==> src/rtl/truth_table_sweeper.sv <==
`default_nettype none
// ============================================================================
//  Module      : truth_table_sweeper
//  Description : Exhaustive stimulus sequencer for an N_IN-input combinational
//                function. Drives every input vector in ascending order,
//                holds each for SETTLE cycles, samples the function output on
//                the last cycle of the hold window and assembles the captured
//                truth table. The table is compared against an expected
//                vector that is latched when the sweep is accepted.
//
//  Ports       : clk        rising-edge clock
//                rst_n      asynchronous active-low reset
//                start      begin a sweep (honoured only while idle)
//                abort      cancel a running sweep (honoured only in RUN)
//                expected   expected table, bit i = required f(i)
//                dut_in     vector driven to the function, {a,b,c,d}, a = MSB
//                dut_out    function output
//                busy       high while the sweep is running
//                done       one-cycle pulse when a sweep completes
//                pass       captured table equals latched expected table
//                table_out  captured table, bit i = f(i) as sampled
//                fail_valid at least one mismatch has been seen
//                first_fail lowest mismatching vector index
//
//  Revision    : 1.0  initial release
// ============================================================================
module truth_table_sweeper #(
    parameter int N_IN   = 4,
    parameter int SETTLE = 2
) (
    input  logic                 clk,
    input  logic                 rst_n,
    input  logic                 start,
    input  logic                 abort,
    input  logic [2**N_IN-1:0]   expected,
    output logic [N_IN-1:0]      dut_in,
    input  logic                 dut_out,
    output logic                 busy,
    output logic                 done,
    output logic                 pass,
    output logic [2**N_IN-1:0]   table_out,
    output logic                 fail_valid,
    output logic [N_IN-1:0]      first_fail
);

    // ------------------------------------------------------------------------
    // Constants
    // ------------------------------------------------------------------------
    localparam int                c_num_vec  = 2**N_IN;
    localparam int                c_cnt_w    = $clog2(SETTLE) + 1;
    localparam logic [c_cnt_w-1:0] c_cnt_last = c_cnt_w'(SETTLE - 1);
    localparam logic [N_IN-1:0]   c_idx_last = N_IN'(c_num_vec - 1);

    // ------------------------------------------------------------------------
    // State machine
    // ------------------------------------------------------------------------
    typedef enum logic [1:0] {
        S_IDLE = 2'd0,
        S_RUN  = 2'd1,
        S_DONE = 2'd2
    } state_t;

    state_t r_state;
    state_t w_state_nxt;

    // ------------------------------------------------------------------------
    // Datapath registers
    // ------------------------------------------------------------------------
    logic [c_num_vec-1:0] r_exp;        // expected table latched at start
    logic [c_num_vec-1:0] r_table;      // captured table
    logic [N_IN-1:0]      r_idx;        // current vector; also drives dut_in
    logic [c_cnt_w-1:0]   r_cnt;        // cycles elapsed within the hold window
    logic                 r_pass;
    logic                 r_fail_valid;
    logic [N_IN-1:0]      r_first_fail;

    // ------------------------------------------------------------------------
    // Qualified events
    // ------------------------------------------------------------------------
    logic w_start_ok;
    logic w_abort_ok;
    logic w_capture;
    logic w_last_vec;
    logic w_mismatch;

    assign w_start_ok = (r_state == S_IDLE) && start;
    assign w_abort_ok = (r_state == S_RUN) && abort;
    // Abort wins over a capture scheduled for the same edge.
    assign w_capture  = (r_state == S_RUN) && !abort && (r_cnt >= c_cnt_last);
    assign w_last_vec = (r_idx == c_idx_last);
    assign w_mismatch = (dut_out != r_exp[r_idx]);

    // ------------------------------------------------------------------------
    // State register
    // ------------------------------------------------------------------------
    always_ff @(posedge clk or negedge rst_n) begin
        if (!rst_n) begin
            r_state <= S_IDLE;
        end else begin
            r_state <= w_state_nxt;
        end
    end

    // ------------------------------------------------------------------------
    // Next-state and state-decoded outputs
    // ------------------------------------------------------------------------
    always_comb begin
        w_state_nxt = r_state;
        busy        = 1'b0;
        done        = 1'b0;
        case (r_state)
            S_IDLE: begin
                if (start) begin
                    w_state_nxt = S_RUN;
                end
            end
            S_RUN: begin
                busy = 1'b1;
                if (abort) begin
                    w_state_nxt = S_IDLE;
                end else if (w_capture && w_last_vec) begin
                    w_state_nxt = S_DONE;
                end
            end
            S_DONE: begin
                // Single-cycle completion pulse; start is not looked at here.
                done        = 1'b1;
                w_state_nxt = S_IDLE;
            end
            default: begin
                w_state_nxt = S_IDLE;
            end
        endcase
    end

    // ------------------------------------------------------------------------
    // Sweep datapath
    // ------------------------------------------------------------------------
    always_ff @(posedge clk or negedge rst_n) begin
        if (!rst_n) begin
            r_exp        <= '0;
            r_table      <= '0;
            r_idx        <= '0;
            r_cnt        <= '0;
            r_pass       <= 1'b0;
            r_fail_valid <= 1'b0;
            r_first_fail <= '0;
        end else if (w_start_ok) begin
            r_exp        <= expected;
            r_table      <= '0;
            r_idx        <= '0;
            r_cnt        <= '0;
            r_pass       <= 1'b0;
            r_fail_valid <= 1'b0;
            r_first_fail <= '0;
        end else if (w_abort_ok) begin
            // Partial table and mismatch record are left for inspection.
            r_idx  <= '0;
            r_cnt  <= '0;
            r_pass <= 1'b0;
        end else if (r_state == S_RUN) begin
            if (!w_capture) begin
                r_cnt <= r_cnt + 1'b1;
            end else begin
                r_table[r_idx] <= dut_out;
                if (w_mismatch && !r_fail_valid) begin
                    r_fail_valid <= 1'b1;
                    r_first_fail <= r_idx;
                end
                if (w_last_vec) begin
                    // The final sample is folded in directly because
                    // r_fail_valid has not yet absorbed it.
                    r_pass <= !(r_fail_valid || w_mismatch);
                end else begin
                    r_idx <= r_idx + 1'b1;
                    r_cnt <= '0;
                end
            end
        end
    end

    // ------------------------------------------------------------------------
    // Outputs
    // ------------------------------------------------------------------------
    // The vector index itself is the stimulus: it only moves on capture,
    // start, abort and reset, and it parks at the last vector after DONE.
    assign dut_in     = r_idx;
    assign pass       = r_pass;
    assign table_out  = r_table;
    assign fail_valid = r_fail_valid;
    assign first_fail = r_first_fail;

endmodule
`default_nettype wire

==> config.mk <==
export PLATFORM = sky130hd
export DESIGN_NAME = truth_table_sweeper
export DESIGN_NICKNAME = d
export VERILOG_FILES = /design/src/rtl/truth_table_sweeper.sv
export SDC_FILE = /design/constraint.sdc
export NUM_CORES = 1
export LEC_CHECK = 0
export CELL_PAD_IN_SITES_DETAIL_PLACEMENT = 2
export CELL_PAD_IN_SITES_GLOBAL_PLACEMENT = 2
export CORE_MARGIN = 1.5
export CORE_UTILIZATION = 28
export CTS_CLUSTER_DIAMETER = 80
export DETAILED_ROUTE_END_ITERATION = 8
export PLACE_DENSITY_LB_ADDON = 0.1
export SYNTH_ARGS = -nofsm -noshare
export SYNTH_HDL_FRONTEND = slang
export SYNTH_SLANG_ARGS = --single-unit
==> constraint.sdc <==
create_clock -name clk -period 2.2 [get_ports clk]
set_clock_uncertainty 0.15 [all_clocks]
set_input_delay 0.22 -clock clk [delete_from_list [all_inputs] [get_ports clk]]
set_output_delay 0.22 -clock clk [all_outputs]
set_load 0.01 [all_outputs]
# Word level (Yosys, flattened, before mapping)
# Cells that the tools add are included.
word_totals:
  output_inout_bits: 28
  memories: 0
  latch_bits: 0
  ramBits: 0
  rom_bits: 0
  elab_cells: 86
  reg_bits: 46
  inputBits: 21
classes:
  mux: 40
  bitwise_logic: 0
  magnitude_cmp: 3
  n_eq_ne: 9
  n_reduce_logical: 24
  add_sub_neg: 2
  div: 0
  multipliers: 0
  shifts: 0
op_table:
  columns: ["operator", "n"]
  rows:
  - ["16-bit 2-to-1 mux", 4]
  - ["4-bit 2-to-1 mux", 10]
  - ["16-bit bitwise mux", 1]
  - ["2-bit 2-to-1 mux", 8]
  - ["1-bit 2-to-1 mux", 14]
  - ["3-bit AND reduction", 3]
  - ["3-bit nonzero test", 3]
  - ["1-bit logical AND", 7]
  - ["3-bit inequality test, second input constant", 2]
  - ["2-bit nonzero test", 3]
  - ["4-bit by 5-bit less-than comparator with 1-bit output, second input constant", 1]
  - ["4-bit by 1-bit adder with 4-bit output, second input constant", 1]
  - ["1-bit binary-select mux with 4-bit select", 1]
  - ["1-bit demux with 4-bit select", 1]
  - ["4-bit equality test, second input constant", 1]
  - ["4-bit by 1-bit >= comparator with 1-bit output, second input constant", 1]
  - ["2-bit inequality test, second input constant", 2]
  - ["4-bit inequality test, second input constant", 1]
  - ["2-bit one-hot mux with 2 select lines", 1]
  - ["2-bit AND reduction", 2]
  - ["4-bit AND reduction", 1]
  - ["1-bit logical NOT", 3]
  - ["2-bit by 1-bit adder with 2-bit output, second input constant", 1]
  - ["2-bit by 1-bit equality test with 1-bit output, second input constant", 1]
  - ["other kinds (5)", 5]

# Logic depth before layout (Yosys ltp)
# Gate-level depths: netlist of the first run.
logic_depth:
  word_depth: 10
  ltp_mapped: 7
  ltp_nobuf: 7

# Worst setup path before layout of the first run
# Ideal clock, no wire load.
synth_path:
  path_kind: "register to register"
  from: "register r_idx[1] (netlist: dut_in[1])"
  to: "register r_first_fail[0] (netlist: first_fail[0])"
  period_less_slack_ns: 2.319
  t_required_ns: 1.917
  setup_time_ns: 0.133
  slack_ns: -0.119
  n_path_buf: 1
  stages_incl_launch_ff: 7
  arrival_time_ns: 2.035
  cell_sequence: "dfrtp_1 buf_6 mux4_2 mux4_2 xnor2_4 o211ai_1 o41ai_1"
synth_between:
  elab_chain_cells: 6
synth_rtl:
  columns: ["element", "line_no", "source"]
  rows:
  - ["start: declaration", "71", "logic [N_IN-1:0] r_idx;"]
  - ["start signal: assignment", "175", "r_idx <= r_idx + 1'b1;"]
  - ["1-bit binary-select mux with 4-bit select", "91", "assign w_mismatch = (dut_out != r_exp[r_idx]);"]
  - ["1-bit 2-to-1 mux (not written as such)", "91", null]
  - ["1-bit inequality test", "91", null]
  - ["1-bit logical AND", "166", "if (w_mismatch && !r_fail_valid) begin"]
  - ["2-bit nonzero test (no line)", null, null]
  - ["4-bit AND reduction (no line)", null, null]
  - ["end signal: assignment", "168", "r_first_fail <= r_idx;"]
  - ["end: declaration", "75", "logic [N_IN-1:0] r_first_fail;"]
# No other way between the ends. The select of a mux whose other input is x is not followed.
# A chain may end at the register's enable or synchronous reset.

# Final worst setup path of the first run
# Same ends and word-level chain as after synthesis.

==> key figures, run 1 <==
Clock network
  – Max clock buf depth: 2
  – CTS buffer count: 5
  – Clock Latency Late Sink: ~0.3 ns
  – Clock slew at reported path FFs: ~0.090 ns
  – TritonCTS clock tree: done
  – CTS sink count: between 40 and 50
  – H-tree depth: 2
  – Root Driver: clkbuf_8

GRT
  – Pin count of the biggest net entering global routing: 25
  – Initial antenna violation count: 0
  – Vias in the first global route: ~2.0k
  – Overflow after GRT: 0
  – First-pass GRT wire length: approximately 11 mm
  – All-Layer GR Usage: 16.6%

Setup path
  – Crit. End Element: register
  – Reg-to-Reg Start: dut_in[1]$_DFFE_PN0P_
  – Kind of critical path: register to register
  – Startpoint Class: register
  – Reg2reg path depth: 5
  – Worst R2R End: first_fail[0]$_DFFE_PN0P_
  – Critical path arrival: between 2 and 2.5 ns
  – Worst path required time: about 2.2 ns
  – Worst Path Max Fanout: 5
  – Worst R2R Setup Slack: -0.08 ns

STA
  – Slew Limit Fails: 0
  – Final WS setup: -0.0812 ns
  – Slew headroom: slightly above 60%
  – Slew @ Worst Pin: ~0.57 ns
  – Final min period: 2.28 ns
  – Endpoints failing setup: 6
  – Final hold violation count: 0
  – Final worst path period share: 104%
  – Maximum clock frequency: approximately 440 MHz
  – RSZ-0062 raised after global routing: true
  – Worst Hold Margin: around 0.28 ns

Drt
  – Vias per Instance: between 5 and 6
  – Drc violations: 0
  – Router iterations before antenna repair: 4
  – Initial DRC count: a little under 80
  – Via count: about 1.9k
  – Per-cell routed wire length: 17.3 um
  – Total Routed Length: about 6.6 mm
  – Routed Antenna Nets: 0

Synthesis
  – Cell variety after synth: 34
  – Mapped cell area: between 2000 and 2500 um2
  – Synth Area per Inst: 10.1 um2
  – Seq cells post-synth: 46
  – Synthesis warning total: 0
  – Synth Instances: 222
  – Seq/Total Area, Yosys: around half
  – Post-Syn Nets: 248

Place
  – I/O Buffers: 48
  – DP HPWL: ~4.9 mm
  – Gp weighted congestion: ~0.7
  – Placed cell area: roughly 2900 um2

Floorplan
  – Core area: around 7700 um2
  – Starting Density: 28.9%
  – Die Span Y: slightly above 90 um
  – Die width: just over 90 um
  – Row count: 32
  – Die ar.: about 8500 um2
  – Number of I/O pins: between 40 and 50

Final layout
  – Fillers: between 800 and 900
  – Post-layout instance area: around 3000 um2
  – Final Net Count: between 300 and 400
  – Sequential Area: approximately 1200 um2
  – Synth-to-Final Area Change: 35.9%
  – ANT cells: 0
  – Area of the multi-input gates: between 1000 and 1500 um2
  – Layout cells sized above 1: 14.2%

Run
  – Max-Cap Viols: 0

Power and ir drop
  – Pwr/cell area: between 600 and 700 nW/um2
  – Peak supply drop: 0.280 mV
  – P_leak: about 1.3 nW

Outcome
  – Status: complete, but fails checks
  – Failing checks: negative setup slack

Min path
  – Hold Crit Class: input pin to async pin
==> worst max path at each step <==
stage,startpoint,end,slack (ns),depth (start not counted)
final,dut_in[1]$_DFFE_PN0P_,first_fail[0]$_DFFE_PN0P_,-0.08,5
after global routing,dut_in[1]$_DFFE_PN0P_,first_fail[2]$_DFFE_PN0P_,-0.16,5
after CTS,dut_in[1]$_DFFE_PN0P_,first_fail[0]$_DFFE_PN0P_,-0.09,5
after floorplan,dut_in[1]$_DFFE_PN0P_,first_fail[0]$_DFFE_PN0P_,-0.12,6
after global placement,dut_in[1]$_DFFE_PN0P_,first_fail[0]$_DFFE_PN0P_,-0.09,5
after detailed placement,dut_in[1]$_DFFE_PN0P_,first_fail[1]$_DFFE_PN0P_,-0.20,5
==> cells in the mapped netlist <==
cell       n  area share, %
nand2_1   64             11
nand3_1    6            1.3
xnor2_4    1            1.2
mux4_2     5            5.0
ha_1       5            2.8
nor2_1     6            1.0
o211ai_1  14            4.7
dfrtp_1   46             52
o311ai_1   4            1.6
o41ai_1    7            2.7
nor3_1     3           0.67
buf_1      2           0.34
a211o_1    1           0.39
a21oi_2    1           0.39
a32o_1     1           0.45
a31oi_1    1           0.28
xnor2_1    3            1.2
o31ai_1   12            4.0
or2_1      1           0.28
a31o_1     1           0.39
a21boi_1   1           0.34
a21oi_1    3           0.67
nand4_1    2           0.56
a22o_1     1           0.39
clkbuf_1  12            2.0
inv_2      3           0.50
o21ai_2    1           0.39
inv_1      5           0.84
o21ai_1    2           0.45
buf_6      1           0.50
nand2b_1   4            1.1
or3b_2     1           0.39
nor2b_1    1           0.28
mux2i_1    1           0.45
==> routing by layer <==
layer | vias to the layer above | GRT usage [%] | wire [um]
met5 | - | 0 | 0
met4 | 0 | 4.62 | 72
met3 | 6 | 3.12 | 151
met2 | 29 | 27.8 | 3290
met1 | 983 | 21.9 | 3110
li1 | 906 | - | -
==> cell families after synthesis <==
group	share of synthesized area, %
and+or+nand+nor	16.4
xor gates and xnor gates	2.41
buffers and inverters	4.20
muxes	5.49
adders and majority gates	2.80
AOI/OAI and AO/OA	17.2
DFF	51.5
==> cell usage in the layout (no fill, tap or decap), types with 2 or more instances in the layout <==
cell type         n
buf_4            15
o41ai_1           6
nand2_1          64
xnor2_1           3
nand2b_1          4
o31ai_1          12
o21ai_1           2
nand4_1           2
nor3_1            3
o311ai_1          4
clkbuf_8          6
dfrtp_1          45
nand3_1           6
a21oi_1           3
o211ai_1         14
ha_1              5
inv_1             5
inv_2             3
mux4_2            5
clkdlybuf4s50_1  47
nor2_1            6
==> timing repair <==
item                                   4_1_cts  5_1_grt
gates resized for setup                      1        1
setup endpoints to repair                    6        6
buffers inserted                             1        0
endpoints found under the hold margin       22        0
hold buffers                                 1        0
cloned                                       1        0
==> metrics by stage <==
stage                     std cells  power [W]  setup WS, ns  utilization (%)  setup TNS, ns
after floorplan                 222    0.00127        -0.119                -         -0.575
after global placement          372    0.00150       -0.0948             37.5         -0.446
after detailed placement        372    0.00151        -0.203             37.5         -0.972
after CTS                       383    0.00210       -0.0864             39.2         -0.383
after global routing            383    0.00219        -0.162             39.3         -0.702
final                           383    0.00207       -0.0812             39.3         -0.294
==> critical path, cell delays in order (launching register included) <==
cell and delay (ns):
dfrtp_2 0.45, mux4_2 0.54, mux4_2 0.57, xnor2_4 0.19
o211ai_1 0.18, o41ai_1 0.09
==> registers in the layout, indices dropped and copies added (netlist names) <==
signal	cells
dut_in	4
fail_valid	1
first_fail	4
pass	1
r_cnt	2
r_exp	16
r_state	2
table_out	16
==> report_power, final <==
part,switching (W),internal (W)
Clock,0.000303,0.000253
Combinational,0.000278,0.000237
Sequential,0.0000653,0.000930
==> final cells by class <==
cell class	count	area share (%)
sequential	46	37.9
multi-input combinational	154	33.4
timing repair buffer	65	20.4
tap	102	4.20
clock buffer	6	2.72
inverter	8	0.989
clock inverter	2	0.412
Note: power is estimated with default switching activity, not from simulation.
==> inputs of run 2 (changes only) <==
--- a/config.mk
+++ b/config.mk
@@ -12,6 +12,7 @@
 export CTS_CLUSTER_DIAMETER = 80
 export DETAILED_ROUTE_END_ITERATION = 8
 export PLACE_DENSITY_LB_ADDON = 0.1
+export REMOVE_ABC_BUFFERS = 1
 export SYNTH_ARGS = -nofsm -noshare
 export SYNTH_HDL_FRONTEND = slang
 export SYNTH_SLANG_ARGS = --single-unit
==> key figures, run 2 (same netlist as run 1, synthesis figures left out) <==
Outcome
  – Status: complete, but fails checks
  – Failing checks: negative setup slack

Final layout
  – Utilization after layout: 39.5% (+0.24 points)
  – Synth-to-Final Area Change: 36.7%
  – Final Net Count: 308 (+0.65%)
  – Most frequent cells in the layout: nand2_1 (63), clkdlybuf4s50_1 (47), dfrtp_1 (45)
  – Layout cells sized above 1: 15.9% (+1.7 points)
  – ANT cells: 0 (unchanged)
  – Commonest non-fill, non-tap cell in the layout: nand2_1

Min path
  – Hold Crit Class: input pin to register

STA
  – Slew @ Worst Pin: 0.615 ns (+0.0421 ns)
  – Final hold violation count: 0 (unchanged)
  – Maximum clock frequency: 425 MHz (-3.1%)
  – Slew headroom: 59.0% (-2.8 points)
  – Final worst path period share: 107% (+3.3 points)
  – Slew Limit Fails: 0 (unchanged)
  – Final WS setup: -0.154 ns (-0.0724 ns)
  – Endpoints failing setup: 6 (unchanged)
  – RSZ-0062 raised after global routing: true
  – Final min period: 2.35 ns (+0.0724 ns)
  – Final setup TNS: -0.653 ns (-0.359 ns)

Place
  – DP Worst Slack: -0.192 ns (+0.0111 ns)
  – I/O Buffers: 48 (unchanged)
  – DP HPWL: 4.58 mm (-6.0%)
  – Gp weighted congestion: 0.735 (+4.9%)

Setup path
  – Slowest stage delay, CP: 0.58 ns (about the same)
  – WP buf/inv: 0 (unchanged)
  – CP dominant cell by count: mux4_2
  – Crit-path cells: mux4_2, mux4_2, xnor2_4, o211ai_1, o41ai_2
  – Critical path arrival: 2.38 ns (+0.06 ns)
  – Kind of critical path: register to register
  – Family with the most delay on the worst path: multiplexers
  – Worst Path Max Fanout: 5 (unchanged)
  – Worst path required time: 2.23 ns (about the same)
  – Crit. End Element: register
  – Slowest stage cell, crit path: mux4_2
  – Startpoint Class: register

Drt
  – Routed Antenna Nets: 0 (unchanged)
  – Drc violations: 0 (unchanged)
  – Router iterations before antenna repair: 3 (-1)
  – Total Routed Length: 6.50 mm (-2.0%)
  – Via count: 1,898 (-1.4%)
  – Vias per Instance: 4.93 (-1.9%)
  – Per-cell routed wire length: 16.9 um (-2.5%)
  – Initial DRC count: 58 (-25%)

Clock network
  – CTS buffer count: 5 (unchanged)
  – TritonCTS clock tree: done
  – H-tree depth: 2 (unchanged)
  – Clock Latency Late Sink: 0.30 ns (about the same)
  – CTS sink count: 46 (unchanged)
  – Max clock buf depth: 2 (unchanged)
  – Root Driver: clkbuf_8
  – Clock slew at reported path FFs: 0.09 ns (about the same)

GRT
  – Overflow after GRT: 0 (unchanged)
  – First-pass GRT wire length: 11.1 mm (+1.7%)
  – Pin count of the biggest net entering global routing: 47 (+88%)
  – All-Layer GR Usage: 16.9% (+0.29 points)
  – Initial antenna violation count: 0 (unchanged)
  – Vias in the first global route: 2,112 (+4.9%)

Floorplan
  – Number of I/O pins: 49 (unchanged)
  – Core area: 7730 um2 (unchanged)
  – Row count: 32 (unchanged)
  – Die width: 92.3 um (unchanged)
  – Die ar.: 8530 um2 (unchanged)
  – Die Span Y: 92.3 um (unchanged)
  – Starting Density: 28.9% (unchanged)

Power and ir drop
  – Pwr/cell area: 672 nW/um2 (-1.2%)
  – Peak supply drop: 0.269 mV (-4.0%)
  – P_leak: 1.34 nW (+1.3%)

Run
  – Max-Cap Viols: 0 (unchanged)
-- run 2: power by group --
group / internal, W / switching [W] / leakage (nW)
clock network: 0.000225 / 0.000300 / 0.0452
registers: 0.000931 / 0.0000572 / 0.611
logic: 0.000251 / 0.000290 / 0.681
total: 0.00141 / 0.000648 / 1.34
-- run 2: final timing paths --
| path | startpoint | to | slack [ns] | cells after the start |
|---|---|---|---|---|
| setup reg to reg | dut_in[1]$_DFFE_PN0P_ | first_fail[0]$_DFFE_PN0P_ | -0.15 | 5 |
| max in group asynchronous | rst_n | dut_in[1]$_DFFE_PN0P_ | 1.05 | 3 |
| min in group asynchronous | rst_n | table_out[6]$_DFFE_PN0P_ | 0.39 | 3 |
| setup / recovery | dut_in[1]$_DFFE_PN0P_ | first_fail[0]$_DFFE_PN0P_ | -0.15 | 5 |
| hold / removal | expected[12] | r_exp[12]$_DFFE_PN0P_ | 0.29 | 3 |
| hold reg to reg | r_exp[1]$_DFFE_PN0P_ | r_exp[1]$_DFFE_PN0P_ | 0.34 | 2 |
-- run 2: cell type report --
class	count	area [um2]
Fill cell	824	4670
Sequential cell	46	1150
Multi-Input combinational cell	154	1040
Timing Repair Buffer	67	621
Tap cell	102	128
Clock buffer	6	72.6
Inverter	8	30.0
Clock inverter	2	13.8
-- run 2: through the flow --
step | instances | hold slack [ns] | power [W] | instance area, um2
final | 385 | 0.292 | 0.00205 | 3060
after global routing | 385 | 0.293 | 0.00218 | 3060
after CTS | 382 | 0.290 | 0.00206 | 3010
after detailed placement | 371 | 0.210 | 0.00150 | 2880
after global placement | 371 | 0.213 | 0.00149 | 2880
after floorplan | 207 | -0.226 | 0.00126 | 2170
-- run 2: timing repair --
action	4_1_cts	5_1_grt
hold buffers	1	0
endpoints found under the hold margin	46	0
buffers inserted	1	3
resized for setup	2	4
pin swaps	0	2
endpoints found under the setup margin	6	7
cloned	1	0
-- run 2: per-layer routing --
layer	vias to the layer above	routed length [um]	GRT usage [%]
li1	904	-	-
met1	959	2990	21.8
met2	30	3270	28.7
met3	5	163	3.20
met4	0	78	4.87
met5	-	0	0
-- run 2: worst register-to-register path: stages, from the launching register on --
cell and delay, ns:
dfrtp_2 0.45, mux4_2 0.53, mux4_2 0.58, xnor2_4 0.19, o211ai_1 0.23, o41ai_2 0.11
==> inputs of run 3 (changes only) <==
--- a/config.mk
+++ b/config.mk
@@ -11,8 +11,8 @@
 export CORE_UTILIZATION = 28
 export CTS_CLUSTER_DIAMETER = 80
 export DETAILED_ROUTE_END_ITERATION = 8
-export PLACE_DENSITY_LB_ADDON = 0.1
-export REMOVE_ABC_BUFFERS = 1
+export GPL_ROUTABILITY_DRIVEN = 0
+export PLACE_DENSITY = 0.79
 export SYNTH_ARGS = -nofsm -noshare
 export SYNTH_HDL_FRONTEND = slang
 export SYNTH_SLANG_ARGS = --single-unit
==> key figures, run 3 (same netlist as run 1, synthesis figures left out) <==
Final layout
  – Most frequent cells in the layout: nand2_1 (63), clkdlybuf4s50_1 (47), dfrtp_1 (45)
  – ANT cells: 0 (unchanged)
  – Layout cells sized above 1: 14.9% (-1.0 points)
  – Final Net Count: 307 (-0.32%)
  – Post-layout instance area: 3050 um2 (-0.20%)
  – Non-filler cells, final: 384 (-0.26%)
  – Commonest non-fill, non-tap cell in the layout: nand2_1
  – Synth-to-Final Area Change: 36.4%

STA
  – Final worst path period share: 108% (+1.5 points)
  – RSZ-0062 raised after global routing: true
  – Final min period: 2.39 ns (+0.0320 ns)
  – Final setup TNS: -0.882 ns (-0.228 ns)
  – Slew headroom: 59.7% (+0.67 points)
  – Slew Limit Fails: 0 (unchanged)
  – Final WS setup: -0.186 ns (-0.0320 ns)
  – Maximum clock frequency: 419 MHz (-1.3%)
  – Final hold violation count: 0 (unchanged)
  – Slew @ Worst Pin: 0.605 ns (-0.0100 ns)
  – Endpoints failing setup: 6 (unchanged)

Clock network
  – CTS buffer count: 5 (unchanged)
  – CTS sink count: 46 (unchanged)
  – Max clock buf depth: 2 (unchanged)
  – Clock Latency Late Sink: 0.31 ns (about the same)
  – H-tree depth: 2 (unchanged)
  – TritonCTS clock tree: done
  – Clock slew at reported path FFs: 0.09 ns (about the same)
  – Root Driver: clkbuf_8

Drt
  – Router iterations before antenna repair: 4 (+1)
  – Via count: 1,928 (+1.6%)
  – Routed Antenna Nets: 0 (unchanged)
  – Vias per Instance: 5.02 (+1.8%)
  – Total Routed Length: 6.81 mm (+4.9%)
  – Initial DRC count: 77 (+33%)
  – Per-cell routed wire length: 17.7 um (+5.2%)
  – Drc violations: 0 (unchanged)

GRT
  – Overflow after GRT: 0 (unchanged)
  – Met2 Track Usage GR: 32.0% (+3.4 points)
  – Initial antenna violation count: 0 (unchanged)
  – First-pass GRT wire length: 11.3 mm (+2.6%)
  – Pin count of the biggest net entering global routing: 47 (unchanged)
  – M1 GR Usage: 20.1% (-1.7 points)
  – All-Layer GR Usage: 17.4% (+0.51 points)
  – Vias in the first global route: 2,145 (+1.6%)
  – Global Route met3 Usage: 3.53% (+0.33 points)
  – Most Used Layer, Global Route: met2

Floorplan
  – Core area: 7730 um2 (unchanged)
  – Die Span Y: 92.3 um (unchanged)
  – Die width: 92.3 um (unchanged)
  – Die ar.: 8530 um2 (unchanged)
  – Row count: 32 (unchanged)
  – Starting Density: 28.9% (unchanged)
  – Number of I/O pins: 49 (unchanged)

Power and ir drop
  – P_int: 0.00144 W (+2.5%)
  – P_leak: 1.32 nW (-1.0%)
  – Comb power frac: 26.3% (about the same)
  – Pwr/cell area: 694 nW/um2 (+3.2%)
  – Clock power share: 27.1% (+1.5 points)
  – NetSw: 0.000673 W (+3.9%)
  – Peak supply drop: 0.232 mV (-14%)
  – Switching power share of the total: 31.8% (+0.29 points)
  – Reg power frac: 46.6% (-1.5 points)

Place
  – I/O Buffers: 48 (unchanged)
  – Placed cell area: 2890 um2 (+0.52%)
  – DP HPWL: 4.98 mm (+8.7%)
  – Placed Instances: 373 (+0.54%)

Setup path
  – Startpoint Class: register
  – Worst R2R Setup Slack: -0.19 ns (-0.03 ns)
  – Critical path arrival: 2.42 ns (+0.04 ns)
  – Kind of critical path: register to register
  – Worst path required time: 2.23 ns (about the same)
  – Worst Path Max Fanout: 5 (unchanged)
  – Crit. End Element: register

Run
  – Max-Cap Viols: 0 (unchanged)

Outcome
  – Status: complete, but fails checks
  – Failing checks: negative setup slack

Min path
  – Hold Crit Class: input pin to register
[run 3: per-layer routing]
layer	wire length, um	vias up
met5	0	-
met4	77	0
met3	198	4
met2	3690	43
met1	2850	974
li1	-	907
[run 3: path summary, 6_finish.rpt]
path,start,to,depth (start not counted)
min reg2reg,r_exp[10]$_DFFE_PN0P_,r_exp[10]$_DFFE_PN0P_,2
min in group asynchronous,rst_n,table_out[4]$_DFFE_PN0P_,3
min,expected[5],r_exp[5]$_DFFE_PN0P_,3
max in group asynchronous,rst_n,dut_in[1]$_DFFE_PN0P_,3
max reg2reg,dut_in[1]$_DFFE_PN0P_,first_fail[0]$_DFFE_PN0P_,4
max,dut_in[1]$_DFFE_PN0P_,first_fail[0]$_DFFE_PN0P_,4
[run 3: area by class of cell]
class | count | area [um2]
multi-input combinational | 154 | 1030
sequential | 46 | 1150
clock buffer | 6 | 82.6
inverter | 8 | 30.0
fill | 846 | 4680
timing repair buffer | 66 | 613
clock inverter | 2 | 16.3
tap | 102 | 128
[run 3: power groups by stage]
stage	clock, W	combinational [W]	sequential (W)
final	0.000573	0.000556	0.000987
after CTS	0.000587	0.000543	0.000991
after floorplan	0	0.000278	0.000994
after detailed placement	0	0.000516	0.00101
after global routing	0.000613	0.000611	0.000999
after global placement	0	0.000484	0.00100
[run 3: critical path, stage by stage, from the launching register on]
cell and delay (ns):
dfrtp_2 0.45, mux4_2 0.54, mux4_2 0.62, xnor2_4 0.19, o41ai_1 0.31
[run 3: per-stage QoR]
step / total power, W / util (%) / setup WS, ns / hold WS (ns)
floorplan: 0.00127 / - / -0.119 / -0.226
global placement: 0.00149 / 37.5 / -0.0792 / 0.196
detailed placement: 0.00152 / 37.5 / -0.218 / 0.210
CTS: 0.00212 / 39.2 / -0.174 / 0.287
global route: 0.00222 / 39.5 / -0.264 / 0.292
finish: 0.00212 / 39.5 / -0.186 / 0.286
[run 3: repair_timing]
action / in CTS / in global routing
hold buffers: 1 / 0
endpoints found under the hold margin: 46 / 0
endpoints found under the setup margin: 6 / 7
gates cloned: 1 / 0
pin swaps: 0 / 4
resized for setup: 2 / 2
setup buffers: 0 / 1
